[src/rtl/dm_byte_ctrl_if.sv]
// Access bundle for dm_byte_ctrl: the master issues byte/halfword/word
// loads and stores; the slave answers with ready, rvalid/dout and err.

interface dm_byte_ctrl_if;
   logic        req;
   logic        we;
   logic [1:0]  size;
   logic        sign_ext;
   logic [31:0] addr;
   logic [31:0] din;
   logic        ready;
   logic        rvalid;
   logic [31:0] dout;
   logic        err;

   modport master (
      output req, we, size, sign_ext, addr, din,
      input  ready, rvalid, dout, err
   );

   modport slave (
      input  req, we, size, sign_ext, addr, din,
      output ready, rvalid, dout, err
   );
endinterface

[src/rtl/dm_byte_ctrl.sv]
// Byte-addressable data memory with lane-masked stores and fixed-latency,
// extended loads. Macro DM_BOUND_CHK_EN rejects addresses beyond the array.

module dm_byte_ctrl #(
   parameter int DEPTH_LOG2 = 7,
   parameter int RD_LAT     = 1
) (
   input  logic          CLK,
   input  logic          RSTN,
   dm_byte_ctrl_if.slave bus
);

   localparam int         DEPTH     = 1 << DEPTH_LOG2;
   localparam logic [1:0] WAIT_INIT = (RD_LAT > 1) ? 2'(RD_LAT - 2) : 2'd0;

   if (RD_LAT < 1 || RD_LAT > 4) begin : g_bad_rd_lat
      $error("dm_byte_ctrl: RD_LAT must be within 1..4");
   end

   typedef enum logic [1:0] {
      IDLE    = 2'd0,
      RD_WAIT = 2'd1,
      RESP    = 2'd2
   } state_t;

   typedef enum logic [1:0] {
      SZ_BYTE = 2'b00,
      SZ_HALF = 2'b01,
      SZ_WORD = 2'b10,
      SZ_ILL  = 2'b11
   } size_t;

   state_t                state_q, state_d;
   logic [1:0]            cnt_q, cnt_d;
   logic                  err_q;

   logic [31:0]           mem [DEPTH];
   logic [31:0]           word_q;
   logic [1:0]            lane_q;
   size_t                 size_q;
   logic                  sext_q;

   logic [DEPTH_LOG2-1:0] idx;
   logic [1:0]            lane;
   size_t                 size;
   logic                  accept;
   logic                  misaligned;
   logic                  out_of_range;
   logic                  reject;
   logic                  do_store;
   logic                  do_load;
   logic [3:0]            lane_en;
   logic [31:0]           wdata;
   logic [7:0]            byte_sel;
   logic [15:0]           half_sel;
   logic [31:0]           load_val;
   logic                  rvalid;

   assign idx    = bus.addr[DEPTH_LOG2+1:2];
   assign lane   = bus.addr[1:0];
   assign size   = size_t'(bus.size);
   assign accept = bus.req & bus.ready;

   always_comb begin
      unique case (size)
         SZ_BYTE: misaligned = 1'b0;
         SZ_HALF: misaligned = lane[0];
         SZ_WORD: misaligned = |lane;
         default: misaligned = 1'b1;
      endcase
   end

`ifdef DM_BOUND_CHK_EN
   assign out_of_range = |bus.addr[31:DEPTH_LOG2+2];
`else
   // Upper address bits wrap the word index instead of being checked.
   logic unused_addr_hi;
   assign unused_addr_hi = ^bus.addr[31:DEPTH_LOG2+2];
   assign out_of_range   = 1'b0;
`endif

   assign reject   = misaligned | out_of_range;
   assign do_store = accept &  bus.we & ~reject;
   assign do_load  = accept & ~bus.we & ~reject;

   // Store data is replicated across lanes so each lane enable picks its byte.
   // NOTE: every always_comb output gets a default first, so no path can infer a latch.
   always_comb begin
      lane_en = 4'b0000;
      wdata   = bus.din;
      unique case (size)
         SZ_BYTE: begin
            lane_en = 4'b0001 << lane;
            wdata   = {4{bus.din[7:0]}};
         end
         SZ_HALF: begin
            lane_en = lane[1] ? 4'b1100 : 4'b0011;
            wdata   = {2{bus.din[15:0]}};
         end
         SZ_WORD: lane_en = 4'b1111;
         default: lane_en = 4'b0000;
      endcase
   end

   // NOTE: the storage array is deliberately left out of reset; contents must survive RSTN.
   always_ff @(posedge CLK) begin
      if (do_store) begin
         for (int b = 0; b < 4; b++) begin
            if (lane_en[b]) begin
               mem[idx][8*b +: 8] <= wdata[8*b +: 8];
            end
         end
      end
   end

   // The word is snapshotted at acceptance; extraction happens on the way out.
   always_ff @(posedge CLK) begin
      if (do_load) begin
         word_q <= mem[idx];
         lane_q <= lane;
         size_q <= size;
         sext_q <= bus.sign_ext;
      end
   end

   always_comb begin
      state_d = state_q;
      cnt_d   = cnt_q;
      unique case (state_q)
         IDLE, RESP: begin
            if (do_load) begin
               if (RD_LAT == 1) begin
                  state_d = RESP;
               end else begin
                  state_d = RD_WAIT;
                  cnt_d   = WAIT_INIT;
               end
            end else begin
               state_d = IDLE;
            end
         end
         RD_WAIT: begin
            if (cnt_q == 2'd0) begin
               state_d = RESP;
            end else begin
               cnt_d = cnt_q - 2'd1;
            end
         end
         default: state_d = IDLE;
      endcase
   end

   // NOTE: sequential state uses non-blocking assignments so every register samples pre-edge values.
   always_ff @(posedge CLK or negedge RSTN) begin
      if (!RSTN) begin
         state_q <= IDLE;
         cnt_q   <= 2'd0;
         err_q   <= 1'b0;
      end else begin
         state_q <= state_d;
         cnt_q   <= cnt_d;
         err_q   <= accept & reject;
      end
   end

   always_comb begin
      byte_sel = word_q[{lane_q, 3'b000} +: 8];
      half_sel = word_q[{lane_q[1], 4'b0000} +: 16];
      load_val = word_q;
      unique case (size_q)
         SZ_BYTE: load_val = {{24{sext_q & byte_sel[7]}}, byte_sel};
         SZ_HALF: load_val = {{16{sext_q & half_sel[15]}}, half_sel};
         default: load_val = word_q;
      endcase
   end

   assign rvalid     = (state_q == RESP);
   assign bus.ready  = (state_q != RD_WAIT);
   assign bus.rvalid = rvalid;
   assign bus.dout   = rvalid ? load_val : 32'd0;
   assign bus.err    = err_q;

endmodule

[src/flat_wrapper.sv]
// flat-port wrapper written by rule: the top's interface ports become plain ports
module dm_byte_ctrl_flat 
#(
   parameter int DEPTH_LOG2 = 7,
   parameter int RD_LAT     = 1
)
  (CLK, RSTN, bus_req, bus_we, bus_size, bus_sign_ext, bus_addr, bus_din, bus_ready, bus_rvalid, bus_dout, bus_err);
  dm_byte_ctrl_if bus_i ();
  input  logic CLK;
  input  logic RSTN;
  input wire logic [$bits(bus_i.req)-1:0] bus_req;
  input wire logic [$bits(bus_i.we)-1:0] bus_we;
  input wire logic [$bits(bus_i.size)-1:0] bus_size;
  input wire logic [$bits(bus_i.sign_ext)-1:0] bus_sign_ext;
  input wire logic [$bits(bus_i.addr)-1:0] bus_addr;
  input wire logic [$bits(bus_i.din)-1:0] bus_din;
  output wire logic [$bits(bus_i.ready)-1:0] bus_ready;
  output wire logic [$bits(bus_i.rvalid)-1:0] bus_rvalid;
  output wire logic [$bits(bus_i.dout)-1:0] bus_dout;
  output wire logic [$bits(bus_i.err)-1:0] bus_err;
  assign bus_i.req = bus_req;
  assign bus_i.we = bus_we;
  assign bus_i.size = bus_size;
  assign bus_i.sign_ext = bus_sign_ext;
  assign bus_i.addr = bus_addr;
  assign bus_i.din = bus_din;
  assign bus_ready = bus_i.ready;
  assign bus_rvalid = bus_i.rvalid;
  assign bus_dout = bus_i.dout;
  assign bus_err = bus_i.err;
  dm_byte_ctrl #(.DEPTH_LOG2(DEPTH_LOG2), .RD_LAT(RD_LAT)) u_core (.CLK(CLK), .RSTN(RSTN), .bus(bus_i));
endmodule
[config.mk]
export PLATFORM = sky130hd
export DESIGN_NAME = dm_byte_ctrl_flat
export DESIGN_NICKNAME = d
export VERILOG_FILES = /design/src/rtl/dm_byte_ctrl_if.sv /design/src/rtl/dm_byte_ctrl.sv /design/src/flat_wrapper.sv
export SDC_FILE = /design/constraint.sdc
export NUM_CORES = 2
export LEC_CHECK = 0
export CORE_MARGIN = 3
export CORE_UTILIZATION = 41
export CTS_CLUSTER_DIAMETER = 120
export DETAILED_ROUTE_END_ITERATION = 6
export PLACE_DENSITY = 0.65
export REMOVE_ABC_BUFFERS = 1
export SLEW_MARGIN = 25
export SYNTH_ARGS = -nofsm -noshare
export SYNTH_HDL_FRONTEND = slang
export SYNTH_SLANG_ARGS = --single-unit
[constraint.sdc]
create_clock -name CLK -period 3.5 [get_ports CLK]
set_input_delay 0.525 -clock CLK [delete_from_list [all_inputs] [get_ports CLK]]
set_output_delay 0.525 -clock CLK [all_outputs]
set_load 0.005 [all_outputs]
==> results.md <==
- Fmax achieved: just under 300 MHz
- Unrepaired setup endpoints after global routing: yes
- Outcome: finished clean
- Layout cells sized above 1: a little under two fifths
- Finished Core Util: roughly half
- DP Worst Slack: -0.2260 ns
- Synth Area in Simple Gates: 1.770%
- Global placement routability congestion: slightly below 0.9
- Mapped Area: approximately 160000 um^2
- Fin crit period: 3.431 ns
- DRT Wirelength: about 420000 um
- Delay-heaviest family, CP: buffers and inverters
- Clock Path Buffers: 4
- Initial antenna violation count: 31
- Clock Skew: ~0.050 ns
- Die height: 630.8 um
- Initial Util: between 40 and 50%
- # IOs: about 110
- Initial DRC count: 10620
- Element type at the critical path end: output pin
- Maximum vdd drop: ~570 uV
- CTS tree: done
- Largest family of logic cells by synthesized area: multiplexers
- Final Max Slew Viols: 0
- Setup WS post-layout: about 0.07 ns
- DRT antenna net count: 0
- Final nets: 7909
- Setup TNS: 0 ns
- Maxcap violations: 0
- Ys Warns: 0
- Clk pin slew, worst setup/hold paths: 0.07 ns
- Vias/cell: just under 6
- Vias post-DR: ~77000
- Final Hold Fails: 0
- Synth Area in Compound Gates: less than 1%
- Least-Margin Pin Slew: 1.030 ns
- Post-DP HPWL: approximately 290000 um
- Clock Latency Late Sink: around 0.96 ns
- Synth unique cells: 34
- Slew headroom: around a third
- Die width: between 600 and 700 um
- Critical path type: flop to output pin
- Sequential area share after synthesis: between 70 and 80%
- DRC viols: 0
- Crit path max fanout: 6
- Sink Count: roughly 4100
- Synth Register Bits: just over 4000
- Site Rows: roughly 230
- Finished Cell Area: 188200 um^2
- Cell at the slowest stage of the critical path: mux4_2
- Synth-to-Final Area Change: 17.60%
- Final worst path period share: 98.04%
- Core ar.: 387100 um^2
- Largest net degree at the start of global routing: roughly 130
- Buf/Inv on CP: 4
- Adder-Cell Fraction of Synth Area: 0%
- CTS root buf: clkbuf_16
- GRT overflow: 0
- Crit path launch type: flop
- GRT Util Overall: a little over a fifth
- Port Buffers: 81
- Die area: slightly below 400000 um^2
- Crit-path cells: buf_12 -> mux4_2 -> a31oi_4 -> buf_6 -> a211o_4 -> buf_4 -> a21oi_1 -> buf_2
- Slowest cell delay on critical path: roughly 0.53 ns
- Placed instance area: 174700 um^2
- CP arrival: 2.91 ns
- Hold Slack: 0.1252 ns
- Mapped Cells: about 6800
- Power density over the cells: 552.1 nW/um^2
- Hold crit path type: input port to flop
- Routed wire per std cell: about 31 um
- XOR/XNOR Fraction of Synth Area: 0.005472%
- R2R Setup Slk: 0.79 ns
- Multi-input logic area: 34500 um^2
- TritonCTS Buffers: 409
- Fillers: 30520
- Htree depth: 5
- Static Leak: approximately 60 nW
- Vias in the first global route: 78410
- Syn Area/Cell: 23.71 um^2
- First-pass GRT wire length: a little under 600000 um
- Multiplexer area fraction after synthesis: between 10% and 20%
- # setup viols final: 0
- Area occupied by registers: ~120000 um^2
- DRT Pass-1 Iters: 6
- Worst EP required: ~3.0 ns
==> synthesized netlist by cell type <==
cell      number  area share, %
or2_2          8          0.031
buf_4          1         0.0047
o21ai_1        1         0.0031
conb_1         1         0.0023
o21ai_0       17          0.053
nor3b_1        1         0.0047
and3_1         2         0.0078
buf_2         91           0.28
nand2_1      157           0.37
a211o_1        1         0.0055
a2111o_1       1         0.0070
a221oi_1       1         0.0055
and2_1        11          0.043
clkbuf_1     256           0.60
inv_1         20          0.047
a21oi_1       33           0.10
a22o_1         1         0.0055
a21o_1         1         0.0047
mux2i_1       16           0.10
nor3_1         5          0.016
nor2_1       530            1.2
dfrtp_1        2          0.031
xor2_1         1         0.0055
nand2b_1       6          0.023
a31oi_1        1         0.0039
buf_6          1         0.0070
or3_1          2         0.0078
mux4_2      1345             19
edfxtp_1    4133             78
nand3_1        3         0.0094
clkinv_1       1         0.0023
nor2b_1        4          0.016
buf_1         42          0.098
mux2_2        55           0.39
==> power breakdown <==
group	internal, mW	switching (mW)	total (mW)
combinational	2.35	3.44	5.79
clock	24.6	18.6	43.2
sequential	54.9	0.0368	54.9
total	81.9	22.1	104
==> final cells by class <==
cell class,count,share of cell area [%]
clock inverters,261,1.344
clock buffers,490,5.656
inverters,21,0.04188
repair buffers,1066,5.207
diodes,14,0.01861
multi-input cells,2205,18.33
flip-flops and latches,4135,65.96
well taps,5175,3.440
==> state kept, by name, indices dropped and copies added (netlist names) <==
signal          count
u_core.bus.err      1
u_core.mem       4096
u_core.state_q      1
u_core.sext_q       1
u_core.lane_q       2
u_core.word_q      32
u_core.size_q       2
==> stage by stage <==
stage / instances / power [mW]
after global placement: 12570 / 61.64
after CTS: 13350 / 104.7
after detailed placement: 12570 / 61.78
final: 13370 / 103.9
after floorplan: 6360 / 58.52
after global routing: 13360 / 106.8
==> repair_timing <==
| action | 4_1_cts | 5_1_grt |
|---|---|---|
| setup buffers | 27 | 1 |
| hold endpoints to repair | 22 | 0 |
| gates resized for setup | 45 | 32 |
| pin swaps | 3 | 3 |
| gates cloned | 1 | 0 |
| setup endpoints to repair | 32 | 21 |
| hold buffers | 6 | 0 |
==> cells by family (layout without fill, tap and decap cells) <==
group	Yosys count	count (layout)
multiplexers	1416	1416
XOR/XNOR	1	1
buffers and inverters	412	1838
flip-flops	4135	4135
AND/OR/NAND/NOR	729	729
other	1	15
AO/OA/AOI/OAI	57	58
==> final timing paths <==
path | from | end | cells after the start
hold / removal | bus_sign_ext | u_core.sext_q | 1
setup / recovery | u_core.word_q[31] | bus_dout[18] | 8
hold reg to reg | u_core.mem[60][13] | u_core.word_q[13] | 4
max in group asynchronous | RSTN | u_core.bus.err | 2
min in group asynchronous | RSTN | u_core.state_q[1] | 2
setup reg to reg | u_core.mem[95][16] | u_core.word_q[16] | 4
==> metal layers <==
layer  share of wire, %  routed length (um)  vias up  track usage, %
met3                9.2               38500      582           4.040
met2                 48              203100     3871           33.65
met1                 39              164400    41960           29.30
li1                   -                   -    30950               -
met5              0.019                  81        -               0
met4                3.3               13820       12           6.309
==> cell usage in the layout (no fill, tap or decap), types with 9 or more instances in the layout <==
cell type / Yosys / final
and2_1: 11 / 11
mux2_4: 0 / 14
edfxtp_1: 4133 / 4133
mux2i_1: 16 / 16
buf_4: 1 / 853
bufinv_16: 0 / 39
clkdlybuf4s50_1: 0 / 40
nor2_1: 530 / 527
diode_2: 0 / 14
o21ai_0: 17 / 9
clkbuf_1: 256 / 76
clkbuf_2: 0 / 13
buf_12: 0 / 130
clkinvlp_4: 0 / 15
mux4_2: 1345 / 1345
nand2_1: 157 / 157
mux2_2: 55 / 39
clkbuf_16: 0 / 414
inv_1: 20 / 20
clkinv_2: 0 / 76
clkinv_1: 1 / 99
a21oi_1: 33 / 31
Note: power is estimated with default switching activity, not from simulation.
